## config.mk

```make
export PLATFORM = sky130hd
export DESIGN_NAME = mult_error_sweep_ctrl_flat
export DESIGN_NICKNAME = d
export VERILOG_FILES = /design/src/rtl/mult_error_sweep_ctrl_if.sv /design/src/rtl/mult_error_sweep_ctrl.sv /design/src/flat_wrapper.sv
export SDC_FILE = /design/constraint.sdc
export NUM_CORES = 1
export LEC_CHECK = 0
export CELL_PAD_IN_SITES_DETAIL_PLACEMENT = 1
export CELL_PAD_IN_SITES_GLOBAL_PLACEMENT = 1
export CORE_AREA = 2 2 223 115
export DETAILED_ROUTE_END_ITERATION = 8
export DIE_AREA = 0 0 225 117
export PLACE_DENSITY_LB_ADDON = 0.1
export SLEW_MARGIN = 25
export SYNTH_ARGS = -nofsm -noshare
export SYNTH_HDL_FRONTEND = slang
export SYNTH_SLANG_ARGS = --single-unit
```

## constraint.sdc

```tcl
create_clock -name clk -period 6.5 [get_ports clk]
set_input_delay 1.625 -clock clk [delete_from_list [all_inputs] [get_ports clk]]
set_output_delay 1.625 -clock clk [all_outputs]
set_load 0.005 [all_outputs]
```

## src/rtl/mult_error_sweep_ctrl_if.sv

```systemverilog
// Operand/error bus between the sweep sequencer and the exact/approx comparator.
interface mult_error_sweep_ctrl_if #(
  parameter int N = 8
);
  logic [N-1:0]   OpA;
  logic [N-1:0]   OpB;
  logic [2*N-1:0] Error;

  // Sequencer side: drives operands, samples the comparator's error.
  modport master (output OpA, output OpB, input Error);
  // Comparator side.
  modport slave  (input OpA, input OpB, output Error);
endinterface

```

## src/rtl/mult_error_sweep_ctrl.sv

```systemverilog
// Sweep sequencer for approximate-multiplier error characterisation.
// Walks (A,B) over the operand space with a programmable stride, pipelines the
// comparator's |Exact-Approx| by one stage and accumulates error statistics.
//
// state | meaning
// IDLE  | waiting for start; statistics hold from the previous sweep
// RUN   | issuing one operand pair per cycle
// DRAIN | last pair is in the pipeline stage, accumulate it
// DONE  | one-cycle done pulse, statistics final
module mult_error_sweep_ctrl #(
  parameter int N     = 8,
  parameter int SUM_W = 4*N
) (
  input  logic                   clk,
  input  logic                   rst_n,
  input  logic                   start,
  input  logic                   abort,
  input  logic [N-1:0]           stride,
  mult_error_sweep_ctrl_if.master cmp,
  output logic                   busy,
  output logic                   done,
  output logic [SUM_W-1:0]       ErrSum,
  output logic [2*N-1:0]         ErrMax,
  output logic [N-1:0]           MaxA,
  output logic [N-1:0]           MaxB,
  output logic [2*N:0]           NonZeroCnt,
  output logic [2*N:0]           PairCnt
);

  typedef enum logic [1:0] {IDLE, RUN, DRAIN, DONE} state_t;

  state_t state, state_nxt;

  logic [N-1:0]   op_a, op_b;
  logic [N-1:0]   stride_q;
  logic [N-1:0]   pipe_a, pipe_b;
  logic [2*N-1:0] pipe_err;
  logic           pipe_vld;

  logic [N:0]     sum_a, sum_b;
  logic           last_pair;
  logic           accept;

  // A carry out of both axes means the pair on the bus is the final one.
  assign sum_b     = {1'b0, op_b} + {1'b0, stride_q};
  assign sum_a     = {1'b0, op_a} + {1'b0, stride_q};
  assign last_pair = sum_b[N] & sum_a[N];
  assign accept    = start & ~abort;

  assign cmp.OpA = op_a;
  assign cmp.OpB = op_b;

  // State register.
  always_ff @(posedge clk or negedge rst_n) begin
    if (!rst_n) state <= IDLE;
    else        state <= state_nxt;
  end

  // Next-state logic; abort beats start and terminates RUN/DRAIN without done.
  always_comb begin
    state_nxt = state;
    case (state)
      IDLE:    if (accept) state_nxt = RUN;
      RUN:     if (abort) state_nxt = IDLE;
               else if (last_pair) state_nxt = DRAIN;
      DRAIN:   state_nxt = abort ? IDLE : DONE;
      DONE:    state_nxt = IDLE;
      default: state_nxt = IDLE;
    endcase
  end

  // Status outputs decoded from state.
  always_comb begin
    busy = 1'b0;
    done = 1'b0;
    case (state)
      RUN, DRAIN: busy = 1'b1;
      DONE:       done = 1'b1;
      default:    ;
    endcase
  end

  // Operand sweep (A-major, B-minor) and the one-stage error pipeline.
  always_ff @(posedge clk or negedge rst_n) begin
    if (!rst_n) begin
      stride_q <= {{(N-1){1'b0}}, 1'b1};
      op_a     <= '0;
      op_b     <= '0;
      pipe_a   <= '0;
      pipe_b   <= '0;
      pipe_err <= '0;
      pipe_vld <= 1'b0;
    end else begin
      case (state)
        IDLE: begin
          pipe_vld <= 1'b0;
          if (accept) begin
            stride_q <= (stride == '0) ? {{(N-1){1'b0}}, 1'b1} : stride;
            op_a     <= '0;
            op_b     <= '0;
          end
        end
        RUN: begin
          if (abort) begin
            pipe_vld <= 1'b0;
          end else begin
            pipe_a   <= op_a;
            pipe_b   <= op_b;
            pipe_err <= cmp.Error;
            pipe_vld <= 1'b1;
            if (!sum_b[N]) begin
              op_b <= sum_b[N-1:0];
            end else if (!sum_a[N]) begin
              op_b <= '0;
              op_a <= sum_a[N-1:0];
            end
          end
        end
        default: pipe_vld <= 1'b0;
      endcase
    end
  end

  // Statistics: cleared on an accepted start, accumulated from the pipeline stage.
  always_ff @(posedge clk or negedge rst_n) begin
    if (!rst_n) begin
      ErrSum     <= '0;
      ErrMax     <= '0;
      MaxA       <= '0;
      MaxB       <= '0;
      NonZeroCnt <= '0;
      PairCnt    <= '0;
    end else if (state == IDLE && accept) begin
      ErrSum     <= '0;
      ErrMax     <= '0;
      MaxA       <= '0;
      MaxB       <= '0;
      NonZeroCnt <= '0;
      PairCnt    <= '0;
    end else if (pipe_vld && !abort) begin
      ErrSum     <= ErrSum + {{(SUM_W-2*N){1'b0}}, pipe_err};
      PairCnt    <= PairCnt + {{(2*N){1'b0}}, 1'b1};
      NonZeroCnt <= NonZeroCnt + {{(2*N){1'b0}}, (pipe_err != '0)};
      // Strictly greater keeps the earliest pair on ties.
      if (pipe_err > ErrMax) begin
        ErrMax <= pipe_err;
        MaxA   <= pipe_a;
        MaxB   <= pipe_b;
      end
    end
  end

endmodule

```

## src/flat_wrapper.sv

```systemverilog
// flat-port wrapper written by rule: the top's interface ports become plain ports
module mult_error_sweep_ctrl_flat 
#(
  parameter int N     = 8,
  parameter int SUM_W = 4*N
)
  (clk, rst_n, start, abort, stride, busy, done, ErrSum, ErrMax, MaxA, MaxB, NonZeroCnt, PairCnt, cmp_OpA, cmp_OpB, cmp_Error);
  mult_error_sweep_ctrl_if #(.N(N)) cmp_i ();
  input  logic clk;
  input  logic rst_n;
  input  logic start;
  input  logic abort;
  input  logic [N-1:0] stride;
  output logic busy;
  output logic done;
  output logic [SUM_W-1:0] ErrSum;
  output logic [2*N-1:0] ErrMax;
  output logic [N-1:0] MaxA;
  output logic [N-1:0] MaxB;
  output logic [2*N:0] NonZeroCnt;
  output logic [2*N:0] PairCnt;
  output wire logic [$bits(cmp_i.OpA)-1:0] cmp_OpA;
  output wire logic [$bits(cmp_i.OpB)-1:0] cmp_OpB;
  input wire logic [$bits(cmp_i.Error)-1:0] cmp_Error;
  assign cmp_OpA = cmp_i.OpA;
  assign cmp_OpB = cmp_i.OpB;
  assign cmp_i.Error = cmp_Error;
  mult_error_sweep_ctrl #(.N(N), .SUM_W(SUM_W)) u_core (.clk(clk), .rst_n(rst_n), .start(start), .abort(abort), .stride(stride), .cmp(cmp_i), .busy(busy), .done(done), .ErrSum(ErrSum), .ErrMax(ErrMax), .MaxA(MaxA), .MaxB(MaxB), .NonZeroCnt(NonZeroCnt), .PairCnt(PairCnt));
endmodule
```

# == Word level (Yosys, flattened, before mapping) ==
# Index checks and enable logic that the tools add are counted.
# Widths: inputs -> output; s select.
# op_classes
n_addsub,5
order_cmp,1
eq_ne,9
muxes,34
bitwise_logic,3
n_reduce_logical,16
# op_table
op,count
$mux 8,14
$mux 17,4
$mux 32,2
$mux 16,3
$add 32x16->32,1
$pmux 8 s2,2
$add 8x8->9,2
$add 17x1->17,1
$add 17x1->17 const B,1
$gt 16x16->1,1
$reduce_bool 16->1,1
$logic_not 8->1,1
$mux 2,4
$pmux 2 s4,1
$reduce_and 2->1,4
$reduce_bool 2->1,3
$reduce_and 5->1,1
$eq 2x2->1 const B,2
$mux 1,4
$ne 2x1->1 const B,2
$ne 2x2->1 const B,2
$reduce_and 4->1,1
$ne 3x2->1 const B,1
$ne 3x3->1 const B,1
7 further kinds,9
# totals
ff_bits,157
in_bits,28
output_inout_bits,116
word_cells,82

# == Longest topological paths before layout ==
# Gate-level depths: netlist of the first run.
# logic_depth
ltp_word,5
mapped_depth,11
depth_no_buf,10

# == Worst setup path after synthesis of the first run ==
# OpenSTA, ideal clock, no wires.
# synth_path
path_type,input to register
from,input abort
to,register u_core.ErrSum[31]
setup_ps,78
arrival_ps,3007
required_ps,6422
setup_slack_ps,3415
path_stages,8
path_buffers,1
cell_sequence,nor2b_1 > buf_2 > nand3_1 > or2_2 > nor2_1 > o31ai_1 > or3_1 > a21oi_1
# synth_via
elab_chain_len,4
word_cells_on_any_way,7
cone_classes,mux (1); bitwise (2); reduce/logical (4)
# synth_rtl
element,line,source
start: declaration,flat_wrapper.sv:12,input logic abort;
$not 1->1 (no line),--,
$and 1x1->1,mult_error_sweep_ctrl.sv:48,assign accept = start & ~abort;
$logic_and 1x1->1,mult_error_sweep_ctrl.sv:133,end else if (state == IDLE && accept) begin
$mux 32 / $reduce_bool 2->1 (equally long branches),--,
end signal: assignment,mult_error_sweep_ctrl.sv:141,"ErrSum <= ErrSum + {{(SUM_W-2*N){1'b0}}, pipe_err};"
end: declaration,mult_error_sweep_ctrl.sv:22,"output logic [SUM_W-1:0] ErrSum,"
# Parallel ways exist; a longest one is shown, timed or not.
# A chain may end at the register's enable or synchronous reset.

# == Worst setup path after layout of the first run ==
# Ends and elaborated chain as after synthesis.

==> results by group, run 1 <==
Logic synthesis
  • Synth top area share: 0.4630
  • Post-synth EDFFs: 0
  • Main combinational cell family by area after synthesis: simple AND/OR/NAND/NOR gates
  • Compound-Gate Fraction of Synth Area: 0.1367
  • Synthesized net count: 1,003
  • Simple-gate area share of the yosys netlist: 0.2161
  • Distinct cells, synth: between 50 and 60
  • Synth Area in XOR/XNOR: 0.05714
  • Sequential cell area fraction in the yosys report: 0.4662
  • Cells after Synth: between 900 and 1,000
  • Commonest cells in the synthesized netlist: nand2_1 (203), dfrtp_1 (156), ha_1 (56)
  • Asr flop ratio synth: 1.000
  • Multiplexer share of the synthesized area: 0.004898
  • Synthesis-stage register bit count: 157
  • Cell taking the most area after synthesis: dfrtp_1
  • Mapped Area: roughly 8400 um2
  • Synthesis Warnings: 0
  • Ys flop type: dfrtp_1
  • Synth Area in Adders: 0.09023
  • Top cells by area, synth: dfrtp_1 (46%), nand2_1 (9.0%), ha_1 (8.3%)
  • Syn avg cell area: around 9 um2
  • Cell with the most instances after synthesis: nand2_1

Clocking
  • Worst skew pair latency: ~450 ps
  • CTS root buf: clkbuf_16
  • Hold_buf cts: 0
  • Cells resized by post-CTS repair: 0
  • CTS tree: built
  • Total CTS buffers: 17
  • Clk sink count: 157
  • Clock Path Buffers: 2
  • H-tree Lvls: 4
  • Clock slew at the register clock pins of the worst setup and hold paths: 60 ps
  • Setup Buffers After CTS: 0

GRT
  • First-pass GRT wire length: around 43,000 um
  • Overall Global Routing Usage: 0.2146
  • GR Overflow Total: 0
  • Antenna violations before repair: 0
  • Largest net degree at the start of global routing: 73
  • Vias in the first global route: roughly 7,200

Routing
  • Via count: 7,113
  • Top Layer Used: met4
  • Metal1 wirelength: between 15,000 and 20,000 um
  • Pre-antenna DRT Iters: 4
  • Via density: a little over 5
  • Initial DRC Count: between 400 and 500
  • Met2 Wirelength: between 10,000 and 15,000 um
  • DRT antenna net count: 0
  • Drt total wl: around 27,000 um
  • Metal3 WL: approximately 1100 um
  • DRC Markers: 0
  • Wirelength per Cell: around 20 um

Final layout
  • Layout cells sized above 1: 0.05644
  • Area Growth Syn to Fin: 28.76%
  • Final nets: roughly 1,100
  • Non-Filler Instances: around 1,400
  • Diode count: 0

Setup path
  • Max incr delay on CP: about 580 ps
  • Setup crit end: u_core.ErrSum[31]
  • Critical path startpoint: abort
  • Reg2Reg Launch Point: u_core.pipe_err[0]
  • Register-to-Register Path Depth: 9
  • Worst Path Arrival: just over 4000 ps
  • Critical Path Fanout Max: 28
  • Critical R2R Capture: u_core.ErrSum[28]
  • Worst R2R Setup Slack: 3400 ps
  • CP required: about 7000 ps
  • Crit Path Class: in2reg
  • Crit-path cells: clkdlybuf4s50_1, nor2b_2, buf_4, nand3_1, or2_2, nor2_1, o31ai_1, or3_1, a21oi_1
  • Slowest stage cell on the critical path: clkdlybuf4s50_1
  • Crit start category: primary input
  • CP Capture Type: flip-flop

Pwr
  • Peak VDD IR: ~0.21 mV
  • Sw Share: 0.4061
  • Internal power: around 2.9 mW
  • Leak: 4.879 nW
  • Psw: roughly 2 mW
  • PD cells: ~440 nW/um2
  • Clock Power Share: 0.225
  • Seq pwr share: 0.331
  • Logic pwr share: 0.444

Floorplanning
  • Rows: 41
  • Ports: roughly 140
  • Initial Util: 0.3431
  • Die area: roughly 26,000 um2
  • Die height: ~120 um
  • Core area: between 20,000 and 25,000 um2
  • Die width: approximately 230 um

STA
  • Clock skew: ~12 ps
  • Final hold violation count: 0
  • Fin. max-slew vios: 0
  • Fin Setup TNS: 0 ps
  • Final setup vio count: 0
  • Worst Tran Pin Value: roughly 750 ps
  • Fin crit share: 0.5739
  • Post-route minimum period: between 3000 and 4000 ps
  • Max Freq: between 0.2 and 0.3 GHz
  • RSZ-0062 raised after global routing: false
  • Slew Limit Headroom: 0.5016

Place
  • Post-placement cell count: 1,353
  • DP Wirelength: 19,520 um
  • Routability cong.: ~0.82
  • Count of input and output buffers: ~140

Job
  • Maxcap violations: 0

Min path
  • Worst hold path class: reg2reg

Status
  • Status: finished, final reports clean
==> stage by stage <==
| step | utilization | setup WS [ps] | instance area (um2) | hold slack, ps | total power [mW] |
|---|---|---|---|---|---|
| floorplan | - | 3415 | 8431 | 445.4 | 2.826 |
| global route | 0.4418 | 2519 | 10860 | 503.5 | 5.215 |
| detailed placement | 0.4161 | 2308 | 10220 | 468.2 | 3.754 |
| CTS | 0.4413 | 2793 | 10840 | 486.6 | 4.876 |
| finish | 0.4418 | 2770 | 10860 | 479.2 | 4.829 |
| global placement | 0.4161 | 2444 | 10220 | 462.6 | 3.693 |
==> cells by family (layout without fill, tap and decap cells) <==
family	after synthesis	after routing
AO/OA/AOI/OAI	178	178
XOR/XNOR	55	55
adder cells (fa/ha/maj)	59	59
buffers and inverters	64	211
flip-flops	157	157
multiplexers	4	4
AND/OR/NAND/NOR	399	399
==> worst min-delay path by stage <==
stage | start | end | slack, ps | depth (start not counted)
after global routing | u_core.pipe_b[5] | u_core.pipe_b[5] | 500 | 2
after global placement | u_core.pipe_b[0] | u_core.pipe_b[0] | 460 | 2
final | u_core.pipe_b[7] | u_core.pipe_b[7] | 480 | 2
after detailed placement | u_core.pipe_b[7] | u_core.pipe_b[7] | 470 | 2
after floorplan | u_core.pipe_b[7] | u_core.pipe_b[7] | 450 | 2
after CTS | u_core.pipe_b[7] | u_core.pipe_b[7] | 490 | 2
==> flip-flops by register name, indices dropped and copies added, names as in the netlist <==
signal             cells
u_core.PairCnt        17
u_core.pipe_a          8
u_core.MaxB            8
u_core.MaxA            8
u_core.pipe_err       16
u_core.cmp.OpB         8
u_core.pipe_b          8
u_core.pipe_vld        1
u_core.stride_q        8
u_core.ErrSum         32
u_core.NonZeroCnt     17
u_core.ErrMax         16
u_core.state           2
u_core.cmp.OpA         8
==> per-layer routing <==
metal | up-vias | track usage
met5 | - | 0
met2 | 121 | 0.2829
met1 | 3506 | 0.3470
met3 | 14 | 0.04543
li1 | 3472 | -
met4 | 0 | 0.04901
==> critical path: cells and delay by family <==
| family | cells | cell delay (ps) |
|---|---|---|
| buf+inv | 2 | 910 |
| simple gates | 5 | 1280 |
| compound gates | 2 | 260 |
==> power by group through the flow <==
| stage | sequential (mW) | clock (mW) | combinational, mW |
|---|---|---|---|
| 2_1_floorplan | 1.49 | 0 | 1.34 |
| 3_3_place_gp | 1.61 | 0 | 2.08 |
| 3_5_place_dp | 1.62 | 0 | 2.14 |
| 4_1_cts | 1.60 | 1.12 | 2.16 |
| 5_1_grt | 1.65 | 1.16 | 2.41 |
| 6_report | 1.60 | 1.09 | 2.14 |
==> final cells by class <==
class | count | area [um2]
repair buffers | 152 | 1513
multi-input cells | 695 | 4288
fillers | 2785 | 13720
clock buffers | 19 | 432.9
flip-flops and latches | 157 | 3930
inverters | 27 | 101.3
clock inverters | 13 | 187.7
well taps | 322 | 402.9
==> cell usage in the layout, fill, tap and decap left out, types with 4 or more instances in the layout <==
| cell | netlist | routed |
|---|---|---|
| bufinv_16 | 0 | 4 |
| xor2_1 | 29 | 29 |
| o211ai_1 | 4 | 4 |
| nand3_1 | 53 | 53 |
| nor2b_1 | 10 | 9 |
| a21o_1 | 14 | 14 |
| clkbuf_16 | 0 | 17 |
| nand2_1 | 203 | 203 |
| o21ai_0 | 52 | 52 |
| and3_1 | 8 | 8 |
| buf_4 | 0 | 8 |
| or2_2 | 5 | 5 |
| a22o_1 | 8 | 8 |
| or3_1 | 10 | 10 |
| nor4_1 | 7 | 7 |
| clkdlybuf4s50_1 | 0 | 142 |
| dfrtp_1 | 156 | 156 |
| ha_1 | 56 | 56 |
| nor2_1 | 53 | 53 |
| xnor2_1 | 26 | 26 |
| nand4_1 | 12 | 12 |
| or4_1 | 5 | 5 |
| and4_1 | 4 | 4 |
| o31ai_1 | 22 | 22 |
| nor3_1 | 6 | 6 |
| nand2b_1 | 9 | 9 |
| inv_1 | 27 | 27 |
| a21oi_1 | 50 | 50 |
(Power assumes the default switching activity.)
==> run 2: changes to the inputs <==
Clock period 6.5 ns to 3.3 ns, I/O delays scaled along.
==> run 2 against run 1 <==
Hold slack got worse by 120 ps. Sequential share of layout area decreased by 0.48 points. Via count increased by 1.9%. Clock-buffer cell count increased by 6. Routed wire length increased by 1.2%. Register-to-register slack got worse by 3000 ps. Critical path type is now reg2reg. Largest cell class unchanged. Largest power group unchanged.
==> results by group, run 2 (synthesized netlist as in run 1, its figures left out) <==
Final layout
  • # fillers: between 2,000 and 3,000
  • Area occupied by multi-input gates: around 4300 um2
  • Largest reg by FF count: u_core.ErrSum
  • Most frequent cells in the layout: nand2_1 (203), dfrtp_1 (156), clkdlybuf4s50_1 (142)
  • Diode count: 0
  • Area Growth Syn to Fin: 30.50%
  • Final Cell Area: approximately 11,000 um2
  • Non-Filler Instances: roughly 1,400
  • Largest register FFs: 32
  • Final core utilization: 0.4477
  • Final nets: 1,150
  • Total area of sequential cells: between 3000 and 4000 um2
  • Layout cells sized above 1: 0.06512
  • Largest regs: u_core.ErrSum (32), u_core.NonZeroCnt (17), u_core.PairCnt (17)
  • Commonest non-fill, non-tap cell in the layout: nand2_1

STA
  • Setup ws final: 427.9 ps
  • RSZ-0062 raised after global routing: false
  • Slew Limit Headroom: 0.5462
  • Worst Tran Pin Value: 674.6 ps
  • Clock skew: 9.755 ps
  • Fin Setup TNS: 0 ps
  • Final hold violation count: 0
  • Post-route minimum period: about 2900 ps
  • Max Freq: between 0.3 and 0.4 GHz
  • Fin. max-slew vios: 0
  • Fin crit share: 0.8703
  • Hold Slack: 357.0 ps
  • Final setup vio count: 0

GRT
  • First-pass GRT wire length: approximately 43,000 um
  • Vias in the first global route: approximately 7,300
  • Largest net degree at the start of global routing: 63
  • Antenna violations before repair: 0
  • GR Overflow Total: 0
  • Overall Global Routing Usage: 0.2192

Job
  • Maxcap violations: 0

Clocking
  • CTS root buf: clkbuf_16
  • Worst skew pair latency: 440 ps
  • Cells resized by post-CTS repair: 0
  • H-tree Lvls: 4
  • Setup Buffers After CTS: 0
  • CTS tree: built
  • Total CTS buffers: 17
  • Clk sink count: around 160
  • Hold_buf cts: 0
  • Clock slew at the register clock pins of the worst setup and hold paths: around 60 ps
  • Clock Path Buffers: 2

Pwr
  • Logic pwr share: 0.455
  • Sw Share: 0.4043
  • Internal power: 5.663 mW
  • Clock Power Share: 0.213
  • PD cells: just under 900 nW/um2
  • Tot Pwr: 9.507 mW
  • Psw: between 3 and 4 mW
  • Leak: between 4 and 5 nW
  • Peak VDD IR: around 0.32 mV
  • Seq pwr share: 0.333

Min path
  • Worst hold path class: in2async

Routing
  • Pre-antenna DRT Iters: 4
  • DRT antenna net count: 0
  • Via count: 7,246
  • Via density: roughly 5.2
  • Wirelength per Cell: 19.71 um
  • DRC Markers: 0
  • Drt total wl: ~28,000 um
  • Initial DRC Count: approximately 380

Floorplanning
  • Ports: approximately 140
  • Die area: roughly 26,000 um2
  • Die height: ~120 um
  • Rows: between 40 and 50
  • Initial Util: 0.3431
  • Die width: approximately 230 um
  • Core area: between 20,000 and 25,000 um2

Setup path
  • Crit path max-delay family: compound AO/OA/AOI/OAI gates
  • Worst Path Arrival: 3190 ps
  • Slowest stage cell on the critical path: a31oi_1
  • Crit Path Class: reg2reg
  • Max incr delay on CP: approximately 450 ps
  • Buffers & Inverters on Critical Path: 1
  • CP required: 3620 ps
  • Crit start category: flip-flop
  • CP Capture Type: flip-flop
  • Critical Path Fanout Max: 6
  • Crit-path cells: ha_1, fa_1, a21o_1, a221oi_2, o21ai_1, a31oi_1, buf_4, nor3b_1, xnor2_1, nor2_1

Place
  • Post-placement cell count: around 1,400
  • Routability cong.: 0.8018
  • DP Wirelength: just over 20,000 um
  • Count of input and output buffers: between 100 and 150
  • DP Worst Slack: ~230 ps
  • Placed Area: 10,410 um2

Status
  • Status: finished, final reports clean
==> run 2: cell types whose count changed in the layout (fill, tap and decap cells not counted), moves of 2 or more <==
cell	previous run	this run
buf_4	8	14
buf_12	1	8
clkbuf_8	0	5
bufinv_16	4	2
clkinvlp_4	3	1
inv_6	3	0
==> run 2: area by class of cell <==
cell class                 count  area share
clock inverter                 6    0.007506
inverter                      27    0.009212
multi-input combinational    695      0.3892
timing repair buffer         165      0.1543
tap                          322     0.03662
clock buffer                  25     0.04595
sequential                   157      0.3572
==> run 2: power groups by stage <==
stage	Combinational [mW]	Clock, mW	Sequential (mW)
after floorplan	2.63	0	2.93
after global placement	4.22	0	3.18
after detailed placement	4.30	0	3.19
after CTS	4.36	2.07	3.16
after global routing	4.83	2.17	3.24
final	4.32	2.02	3.16
==> run 2: path summary, 6_finish.rpt <==
check	from	to	slack, ps	depth (start not counted)
max in group asynchronous	rst_n	u_core.ErrSum[10]	2240	2
setup reg to reg	u_core.pipe_err[0]	u_core.ErrSum[22]	430	10
setup / recovery	u_core.pipe_err[0]	u_core.ErrSum[22]	430	10
hold reg to reg	u_core.pipe_b[0]	u_core.pipe_b[0]	480	2
min in group clk	u_core.pipe_b[0]	u_core.pipe_b[0]	480	2
hold / removal	rst_n	u_core.cmp.OpA[2]	360	1
==> run 2: layer usage <==
metal | GRT usage | up-vias | wire (um)
met5 | 0 | - | 0
met4 | 0.06578 | 0 | 300
met3 | 0.04443 | 17 | 1229
met2 | 0.2827 | 122 | 10550
met1 | 0.3548 | 3625 | 15460
li1 | - | 3482 | -
==> run 2: worst reg2reg max path: cells and delay by family, from the launching register on <==
kind / cells / cell delay, ps
AOI/OAI and AO/OA: 4 / 1170
adders and majority gates: 2 / 650
DFF: 1 / 420
buffers and inverters: 1 / 250
xor gates and xnor gates: 1 / 140
and+or+nand+nor: 2 / 120
